==> src/rtl/counter_ctrl_pkg.sv <==
// counter_ctrl_pkg: shared types for the counter sequencer.
//   state_e : sequencer states IDLE / RUN / PAUSE (2-bit encoding)
//   dir_e   : counting direction, DIR_UP = 0, DIR_DOWN = 1
package counter_ctrl_pkg;

  typedef enum logic [1:0] {
    ST_IDLE  = 2'd0,
    ST_RUN   = 2'd1,
    ST_PAUSE = 2'd2
  } state_e;

  typedef enum logic {
    DIR_UP   = 1'b0,
    DIR_DOWN = 1'b1
  } dir_e;

endpackage

==> src/rtl/counter_ctrl_if.sv <==
// counter_ctrl_if: command / feedback / counter-control bundle.
//   start, stop, dir_toggle, load : 1-cycle user command pulses
//   load_value                    : new terminal value captured on load
//   count                         : counter output fed back to the sequencer
//   cnt_enable, cnt_direction,
//   cnt_max_count, cnt_clear      : drive the up/down counter
//   running, wrap_pulse           : status
// master = board/counter side, slave = counter_ctrl.
interface counter_ctrl_if #(
  parameter int unsigned WIDTH = 3
);
  logic             start;
  logic             stop;
  logic             dir_toggle;
  logic             load;
  logic [WIDTH-1:0] load_value;
  logic [WIDTH-1:0] count;
  logic             cnt_enable;
  logic             cnt_direction;
  logic [WIDTH-1:0] cnt_max_count;
  logic             cnt_clear;
  logic             running;
  logic             wrap_pulse;

  modport master (
    output start, stop, dir_toggle, load, load_value, count,
    input  cnt_enable, cnt_direction, cnt_max_count, cnt_clear, running, wrap_pulse
  );

  modport slave (
    input  start, stop, dir_toggle, load, load_value, count,
    output cnt_enable, cnt_direction, cnt_max_count, cnt_clear, running, wrap_pulse
  );
endinterface

==> src/rtl/counter_ctrl_tick_prescaler.sv <==
// tick_prescaler: step-rate divider for counter_ctrl.
//   clock : system clock        reset : async active-high
//   clr   : zero the prescaler  run   : advance the prescaler
//   tick  : high while the prescaler sits at TICK_DIV-1 in run (a step is due)
module tick_prescaler #(
  parameter int unsigned TICK_DIV = 50000000
) (
  input  logic clock,
  input  logic reset,
  input  logic clr,
  input  logic run,
  output logic tick
);
  localparam int unsigned   PW   = $clog2(TICK_DIV);
  localparam logic [PW-1:0] LAST = PW'(TICK_DIV - 1);

  logic [PW-1:0] pre_q, pre_d;

  always_comb begin
    pre_d = pre_q;
    if (clr)      pre_d = '0;
    else if (run) pre_d = (pre_q == LAST) ? '0 : pre_q + PW'(1);
  end

  always_ff @(posedge clock or posedge reset) begin
    if (reset) pre_q <= '0;
    else       pre_q <= pre_d;
  end

  assign tick = run && (pre_q == LAST);
endmodule

==> src/rtl/counter_ctrl.sv <==
// counter_ctrl: sequencer for the lab up/down counter.
//   clock, reset : system clock, async active-high reset
//   bus (slave)  : commands start/stop/dir_toggle/load, load_value, count feedback;
//                  drives cnt_enable/cnt_direction/cnt_max_count/cnt_clear,
//                  running and wrap_pulse (all registered).
// Optional: `define BOUNCE_MODE_EN to suppress the step due at terminal count
// and reverse direction instead (counter dwells one step period at each end).
module counter_ctrl
  import counter_ctrl_pkg::*;
#(
  parameter int unsigned      WIDTH       = 3,
  parameter int unsigned      TICK_DIV    = 50000000,
  parameter logic [WIDTH-1:0] DEFAULT_MAX = WIDTH'(5)
) (
  input logic           clock,
  input logic           reset,
  counter_ctrl_if.slave bus
);
  state_e           state_q, state_d;
  logic             en_q, en_d;
  logic             dir_q, dir_d;
  logic [WIDTH-1:0] max_q, max_d;
  logic             clear_q, clear_d;
  logic             running_q, running_d;
  logic             arm_q, arm_d;     // a step was due at terminal count
  logic             wrap_q;
  logic             tick, pre_clr, load_take, due, term;

  // Entry into RUN restarts the step period.
  assign pre_clr = (state_q != ST_RUN) && (state_d == ST_RUN);

  tick_prescaler #(.TICK_DIV(TICK_DIV)) u_presc (
    .clock (clock),
    .reset (reset),
    .clr   (pre_clr),
    .run   (state_q == ST_RUN),
    .tick  (tick)
  );

  assign term = (dir_q == DIR_DOWN) ? (bus.count == '0) : (bus.count == max_q);
  // tick only occurs in RUN, so a stop here is always the RUN->PAUSE command.
  assign due  = tick && !bus.stop;

  always_comb begin
    state_d   = state_q;
    clear_d   = 1'b0;
    max_d     = max_q;
    load_take = 1'b0;
    unique case (state_q)
      ST_IDLE: begin
        if (bus.stop)       state_d   = ST_IDLE;
        else if (bus.start) state_d   = ST_RUN;
        else if (bus.load)  load_take = 1'b1;
      end
      ST_RUN: begin
        if (bus.stop) state_d = ST_PAUSE;
      end
      ST_PAUSE: begin
        if (bus.stop) begin
          state_d = ST_IDLE;
          clear_d = 1'b1;
        end else if (bus.start) state_d   = ST_RUN;
        else if (bus.load)      load_take = 1'b1;
      end
      default: state_d = ST_IDLE;
    endcase

    if (load_take) begin
      max_d = bus.load_value;
      if (bus.load_value < bus.count) clear_d = 1'b1;
    end

    running_d = (state_d == ST_RUN);
    arm_d     = due && term;
`ifdef BOUNCE_MODE_EN
    en_d  = due && !term;
    dir_d = dir_q ^ bus.dir_toggle ^ (due && term);
`else
    en_d  = due;
    dir_d = dir_q ^ bus.dir_toggle;
`endif
  end

  always_ff @(posedge clock or posedge reset) begin
    if (reset) begin
      state_q   <= ST_IDLE;
      en_q      <= 1'b0;
      dir_q     <= DIR_UP;
      max_q     <= DEFAULT_MAX;
      clear_q   <= 1'b0;
      running_q <= 1'b0;
      arm_q     <= 1'b0;
      wrap_q    <= 1'b0;
    end else begin
      state_q   <= state_d;
      en_q      <= en_d;
      dir_q     <= dir_d;
      max_q     <= max_d;
      clear_q   <= clear_d;
      running_q <= running_d;
      arm_q     <= arm_d;
      wrap_q    <= arm_q;
    end
  end

  assign bus.cnt_enable    = en_q;
  assign bus.cnt_direction = dir_q;
  assign bus.cnt_max_count = max_q;
  assign bus.cnt_clear     = clear_q;
  assign bus.running       = running_q;
  assign bus.wrap_pulse    = wrap_q;
endmodule

==> src/flat_wrapper.sv <==
// flat-port wrapper written by rule: the top's interface ports become plain ports
module counter_ctrl_flat import counter_ctrl_pkg::*;
#(
  parameter int unsigned      WIDTH       = 3,
  parameter int unsigned      TICK_DIV    = 50000000,
  parameter logic [WIDTH-1:0] DEFAULT_MAX = WIDTH'(5)
)
  (clock, reset, bus_start, bus_stop, bus_dir_toggle, bus_load, bus_load_value, bus_count, bus_cnt_enable, bus_cnt_direction, bus_cnt_max_count, bus_cnt_clear, bus_running, bus_wrap_pulse);
  counter_ctrl_if #(.WIDTH(WIDTH)) bus_i ();
  input logic clock;
  input logic reset;
  input wire logic [$bits(bus_i.start)-1:0] bus_start;
  input wire logic [$bits(bus_i.stop)-1:0] bus_stop;
  input wire logic [$bits(bus_i.dir_toggle)-1:0] bus_dir_toggle;
  input wire logic [$bits(bus_i.load)-1:0] bus_load;
  input wire logic [$bits(bus_i.load_value)-1:0] bus_load_value;
  input wire logic [$bits(bus_i.count)-1:0] bus_count;
  output wire logic [$bits(bus_i.cnt_enable)-1:0] bus_cnt_enable;
  output wire logic [$bits(bus_i.cnt_direction)-1:0] bus_cnt_direction;
  output wire logic [$bits(bus_i.cnt_max_count)-1:0] bus_cnt_max_count;
  output wire logic [$bits(bus_i.cnt_clear)-1:0] bus_cnt_clear;
  output wire logic [$bits(bus_i.running)-1:0] bus_running;
  output wire logic [$bits(bus_i.wrap_pulse)-1:0] bus_wrap_pulse;
  assign bus_i.start = bus_start;
  assign bus_i.stop = bus_stop;
  assign bus_i.dir_toggle = bus_dir_toggle;
  assign bus_i.load = bus_load;
  assign bus_i.load_value = bus_load_value;
  assign bus_i.count = bus_count;
  assign bus_cnt_enable = bus_i.cnt_enable;
  assign bus_cnt_direction = bus_i.cnt_direction;
  assign bus_cnt_max_count = bus_i.cnt_max_count;
  assign bus_cnt_clear = bus_i.cnt_clear;
  assign bus_running = bus_i.running;
  assign bus_wrap_pulse = bus_i.wrap_pulse;
  counter_ctrl #(.WIDTH(WIDTH), .TICK_DIV(TICK_DIV), .DEFAULT_MAX(DEFAULT_MAX)) u_core (.clock(clock), .reset(reset), .bus(bus_i));
endmodule
==> config.mk <==
export PLATFORM = sky130hd
export DESIGN_NAME = counter_ctrl_flat
export DESIGN_NICKNAME = d
export VERILOG_FILES = /design/src/rtl/counter_ctrl_pkg.sv /design/src/rtl/counter_ctrl_if.sv /design/src/rtl/counter_ctrl_tick_prescaler.sv /design/src/rtl/counter_ctrl.sv /design/src/flat_wrapper.sv
export SDC_FILE = /design/constraint.sdc
export NUM_CORES = 1
export LEC_CHECK = 0
export ABC_AREA = 1
export CAP_MARGIN = 30
export CORE_MARGIN = 10
export CORE_UTILIZATION = 42
export DETAILED_ROUTE_END_ITERATION = 8
export DONT_BUFFER_PORTS = 1
export PLACE_DENSITY_LB_ADDON = 0.12
export SYNTH_ARGS = -nofsm -noshare
export SYNTH_HDL_FRONTEND = slang
export SYNTH_HIERARCHICAL = 1
export SYNTH_SLANG_ARGS = --single-unit
==> constraint.sdc <==
create_clock -name clock -period 1.8 [get_ports clock]
set_input_delay 0 -clock clock [delete_from_list [all_inputs] [get_ports clock]]
set_output_delay 0 -clock clock [all_outputs]
set_load 0.05 [all_outputs]
# [Word-level counts from Yosys, hierarchy flattened]
# Index checks and enable logic that the tools add are counted.
[word_totals] reg_bits=37 inputBits=12 output_inout_bits=8
[op_classes] mux=16 n_eq_ne=6 n_reduce_logical=9 add_sub_neg=1 bitwise_logic=1 magnitude_cmp=1
[ops] operator="two-way mux 26 bit" count=3
[ops] operator="adder 26 x 1 -> 26 bit (second input constant)" count=1
[ops] operator="== test 26 bit (second input constant)" count=1
[ops] operator="two-way mux 1 bit" count=9
[ops] operator="two-way mux 2 bit" count=3
[ops] operator="== test 2 x 1 -> 1 bit (second input constant)" count=2
[ops] operator="logical AND 1 bit" count=4
[ops] operator="one-hot mux 2 bit (2 select lines)" count=1
[ops] operator="== test 3 bit" count=1
[ops] operator="logical NOT 3 bit" count=1
[ops] operator="less-than comparator 3 bit" count=1
[ops] operator="== test 2 bit (second input constant)" count=1
[ops] operator="logical NOT 2 bit" count=1
[ops] operator="inequality test 2 x 1 -> 1 bit (second input constant)" count=1
[ops] operator="nonzero test 2 bit" count=1
[ops] operator="OR reduction 2 bit" count=1
[ops] operator="logical NOT 1 bit" count=1
[ops] operator="bitwise XOR 1 bit" count=1

# [Logic depth before layout (Yosys ltp)]
[depth] depth_word=6 mapped_depth=11 ltp_nobuf=11

# [Cells and area by module]
# The synthesis kept the hierarchy.
[modules_own_cells] module="tick_prescaler" area_per_inst_um2=1642.8 cells_each=231 n_inst=1
[modules_own_cells] module="counter_ctrl" area_per_inst_um2=549.3 cells_each=61 n_inst=1

# [Worst setup path after synthesis]
# Ideal clock, no wire load.
[synth_path] kind="flip-flop to flip-flop" start="register u_core.state_q[0]" end="register u_core.u_presc.pre_q[21]" arrival_ns=1.545 path_stages_with_launch=12 t_required_ns=1.729 period_less_slack_ns=1.616 setup_slack_ns=0.184 setup_time_ns=0.071 n_path_buf=0 path_cell_list="dfrtp_1 > inv_2 > nand2_1 > nor2_1 > nor2_4 > inv_2 > nand2_1 > nor2_2 > nand2_1 > o21bai_1 > nand2_1 > nor2_1"
[synth_via] elab_chain_len=6
[synth_lines] element="from (decl)" line="counter_ctrl.sv:19" rtl="state_e state_q, state_d;"
[synth_lines] element="from (signal assigned)" line="counter_ctrl.sv:95" rtl="state_q <= state_d;"
[synth_lines] element="== test 2 bit, or another cell as far along" line="counter_ctrl.sv:49" rtl="unique case (state_q)"
[synth_lines] element="OR reduction 2 bit (no source line) / two-way mux 2 bit (equally long branches)"
[synth_lines] element="one-hot mux 2 bit (2 select lines)" line="counter_ctrl.sv:49"
[synth_lines] element="== test 2 x 1 -> 1 bit" line="counter_ctrl.sv:30" rtl="assign pre_clr = (state_q != ST_RUN) && (state_d == ST_RUN);"
[synth_lines] element="logical AND 1 bit *" line="counter_ctrl.sv:30"
[synth_lines] element="net u_core.pre_clr" line="counter_ctrl.sv:27" rtl="logic tick, pre_clr, load_take, due, term;"
[synth_lines] element="two-way mux 26 bit / nonzero test 2 bit (equally long branches)"
[synth_lines] element="to (signal assigned)" line="counter_ctrl_tick_prescaler.sv:27" rtl="else pre_q <= pre_d;"
[synth_lines] element="to (decl)" line="counter_ctrl_tick_prescaler.sv:17" rtl="logic [PW-1:0] pre_q, pre_d;"
# Mark *: on every way through the listed nets, which the timed path passes. The rest lies on a longest branch.
# A chain may end at the register's enable or synchronous reset.

# [Worst setup path after layout]
[layout_path] start="register u_core.state_q[1]" end="register u_core.u_presc.pre_q[21]"
[layout_via] elab_chain_len=6
[layout_lines] element="== test 2 bit, or another cell as far along" line="counter_ctrl.sv:49"
[layout_lines] element="OR reduction 2 bit (no source line) / two-way mux 2 bit (equally long branches)"
[layout_lines] element="one-hot mux 2 bit (2 select lines)" line="counter_ctrl.sv:49"
[layout_lines] element="== test 2 x 1 -> 1 bit" line="counter_ctrl.sv:30"
[layout_lines] element="logical AND 1 bit" line="counter_ctrl.sv:30"
[layout_lines] element="two-way mux 26 bit / nonzero test 2 bit (equally long branches)"
# Several ways; a longest one is shown, not always the timed one.

==> flow_summary.rst <==
.. list-table::
   :header-rows: 1

   * - Metric
     - Value
   * - Result of the run
     - completed
   * - I/O Pins
     - 20
   * - Endpoints failing hold
     - 0
   * - DRT antenna net count
     - 0
   * - CTS Buf Count
     - 5
   * - Final HPWL from detailed placement
     - 3819 µm
   * - Overflow left after global routing
     - 0
   * - Global-route wire length before repair
     - 8956 µm
   * - Number of H-tree levels
     - 2
   * - Max Clock Freq
     - 615.2 MHz
   * - Pins over their slew limit
     - 0
   * - Die Span X
     - 92.25 µm
   * - Kind of end point of the critical path
     - flip-flop
   * - Final setup TNS
     - 0 ns
   * - Clk root buf
     - sky130_fd_sc_hd__clkbuf_8
   * - Reg2Reg Setup Slack
     - 0.17 ns
   * - Sequential element share of the synthesized area
     - 42.35%
   * - Area growth syn-to-layout
     - 18.32%
   * - Average size of a mapped cell
     - 7.507 µm²
   * - Routed WL per cell
     - 13.21 µm
   * - Post-synth EDFFs
     - 0
   * - Height of the die
     - 92.25 µm
   * - Wirelength, routed
     - 5150 µm
   * - Transition time at the pin with the least slew margin
     - 0.5388 ns
   * - Total via count in the routed design
     - 1,864
   * - Later-pin clock latency in the skew report
     - 0.29 ns
   * - Initial antenna violation count
     - 0
   * - CTS Buffer Depth
     - 2
   * - Worst clock skew
     - 0.009071 ns
   * - TritonCTS clock tree
     - built
   * - Clock transition time at the flip-flop clock pins of the worst setup and hold paths
     - 0.08 ns
   * - Total power draw
     - 2119 µW
   * - Number of distinct library cells after synthesis
     - 31
   * - Primary flip-flop cell chosen by synthesis mapping
     - sky130_fd_sc_hd__dfrtp_1
   * - Routed via count divided by cell count
     - 4.779
   * - Combined area of the multi-input logic cells
     - 0.001100 mm²
   * - Total of buffers placed on input and output ports
     - 0
   * - Via count of the first global-routing pass
     - 1,862
   * - Part of the cycle the worst path needs
     - 90.30%
   * - Die area
     - 0.008509 mm²
   * - Count of max-cap constraint violations
     - 0
   * - Total of endpoints with negative setup slack in the final report
     - 0
   * - Pre-CTS WS
     - 0.08968 ns
   * - Path type of the worst setup path
     - reg2reg
   * - Initial core utilization
     - 43.20%
   * - Sinks on the clock net
     - 37
   * - Synth async-reset ratio
     - 100.0%
   * - Synth Net Count
     - 307
   * - Final critical path time including I/O delays and setup
     - 1.625 ns
   * - Worst EP required
     - 2.03 ns
   * - Worst supply voltage drop on vdd
     - 647.9 µV
   * - Kind of start point of the critical path
     - flip-flop
   * - Yosys warning total
     - 6
   * - Iteration count of the initial detailed-routing pass
     - 4
   * - Fraction of layout cells with a size suffix above 1
     - 15.31%
   * - Commonest cells after routing, fill and taps aside
     - 70 x sky130_fd_sc_hd__nand2_1, 52 x sky130_fd_sc_hd__nor2_1, 35 x sky130_fd_sc_hd__inv_1, 35 x sky130_fd_sc_hd__dfrtp_1, 17 x sky130_fd_sc_hd__dlygate4sd3_1
   * - Syn Inst Count
     - 292
   * - Placed standard-cell area
     - 0.002297 mm²
   * - DRC violations left
     - 0
   * - Worst slew margin
     - 64.08%
   * - Number of design-rule violations left by the first detailed-router iteration
     - 169
   * - Final weighted congestion of routability-driven global placement
     - 0.8954
   * - Critical Path Fanout Max
     - 7
   * - Min-Delay Path Class
     - in2reg
   * - PwrDens
     - 816.9 mW/mm²
   * - Number of nets in the layout
     - 334
   * - Worst endpoint data arrival time
     - 1.85 ns
   * - # rows
     - 26
   * - Std-Cell Core Area
     - 0.005075 mm²
   * - Cell leakage power
     - 0.001154 µW
   * - Number of diodes added for antenna fixing
     - 0
   * - PnR worst setup slack
     - 0.1746 ns
   * - Total area of sequential cells
     - 928.4 µm²
   * - Global-route total usage across every layer
     - 13.06%
   * - Area of the mapped netlist
     - 0.002192 mm²
   * - Synthesis-stage register bit count
     - 37
   * - Pin count of the biggest net entering global routing
     - 27
   * - Final std cell area, no fill
     - 0.002594 mm²
   * - Fill count
     - 519
   * - Most common cell after layout, fill and taps aside
     - sky130_fd_sc_hd__nand2_1
-- logic make-up (layout without fill, tap and decap cells) --
kind of cell | after synthesis | after routing | synth area share (%)
AOI/OAI and AO/OA | 16 | 16 | 4.452
and+or+nand+nor | 182 | 182 | 38.13
DFF | 37 | 37 | 42.35
buffers and inverters | 41 | 69 | 8.162
adders and majority gates | 3 | 3 | 1.713
xor gates and xnor gates | 13 | 13 | 5.194
-- cell usage after synthesis (4+ instances only) --
cell | instances | area [µm²]
sky130_fd_sc_hd__nor2_1 | 55 | 206.5
sky130_fd_sc_hd__nand3_1 | 16 | 80.08
sky130_fd_sc_hd__xnor2_1 | 4 | 35.03
sky130_fd_sc_hd__dfrtp_1 | 35 | 875.8
sky130_fd_sc_hd__inv_1 | 35 | 131.4
sky130_fd_sc_hd__xor2_1 | 9 | 78.83
sky130_fd_sc_hd__nor2_2 | 14 | 87.58
sky130_fd_sc_hd__nand4_1 | 9 | 56.30
sky130_fd_sc_hd__nand2_1 | 71 | 266.5
sky130_fd_sc_hd__a21oi_1 | 6 | 30.03
-- timing repair --
item,4_1_cts,5_1_grt
hold endpoints to repair,47,0
endpoints found under the setup margin,0,8
setup buffers,0,0
hold buffers,17,0
gates resized for setup,0,5
-- area by class of cell --
cell class	count	area share, %
Sequential cell	37	35.79
Clock buffer	6	2.798
Clock inverter	2	1.495
Tap cell	70	3.377
Inverter	39	6.126
Timing Repair Buffer	22	8.008
Multi-Input combinational cell	214	42.40
-- final timing paths --
kind,from,to,cells after the start
setup / recovery,u_core/state_q[1]$_DFF_PP0_,u_core/u_presc/pre_q[21]$_DFFE_PP0P_,10
hold / removal,bus_count[0],u_core/arm_q$_DFF_PP0_,6
setup reg to reg,u_core/state_q[1]$_DFF_PP0_,u_core/u_presc/pre_q[21]$_DFFE_PP0P_,10
hold reg to reg,u_core/arm_q$_DFF_PP0_,u_core/bus.wrap_pulse$_DFF_PP0_,0
max in group asynchronous,reset,u_core/u_presc/pre_q[16]$_DFFE_PP0P_,3
min in group asynchronous,reset,u_core/bus.cnt_direction$_DFF_PP0_,2
-- state kept, by name, indices dropped and copies added (netlist names) --
signal                    flops
u_core/bus.cnt_direction      1
u_core/u_presc/pre_q         26
u_core/state_q                2
u_core/bus.cnt_max_count      3
u_core/bus.cnt_clear          1
u_core/bus.wrap_pulse         1
u_core/bus.cnt_enable         1
u_core/arm_q                  1
u_core/bus.running            1
-- per-layer routing --
layer	vias to the layer above	part of all wire [%]	track usage [%]
li1	964	-	-
met1	872	51	16.90
met2	24	45	20.29
met3	4	3.3	3.993
met4	0	1.2	4.113
met5	-	0	0
-- where the power goes --
group          internal, µW  switching [µW]  total (µW)
clock network           416             303         719
registers               912             177        1090
logic                   133             178         312
-- worst max-delay path: stages (launching register included) --
cell and delay [ns]:
sky130_fd_sc_hd__dfrtp_1 0.41, sky130_fd_sc_hd__or2_4 0.28, sky130_fd_sc_hd__inv_2 0.08, sky130_fd_sc_hd__nor2_4 0.06
sky130_fd_sc_hd__inv_2 0.09, sky130_fd_sc_hd__nand2_1 0.11, sky130_fd_sc_hd__nor2_2 0.15, sky130_fd_sc_hd__nand2_1 0.10
sky130_fd_sc_hd__o21bai_1 0.13, sky130_fd_sc_hd__nand2_1 0.06, sky130_fd_sc_hd__nor2_1 0.09
-- metrics by stage --
stage / util [%] / hold WS (ns) / cells
global placement: 45.27 / -0.08479 / 365
detailed placement: 45.27 / -0.07816 / 365
CTS: 50.81 / 0.007076 / 390
floorplan: - / -0.1490 / 292
global route: 51.11 / 0.03358 / 390
finish: 51.11 / 0.01821 / 390
(Power assumes the default switching activity.)
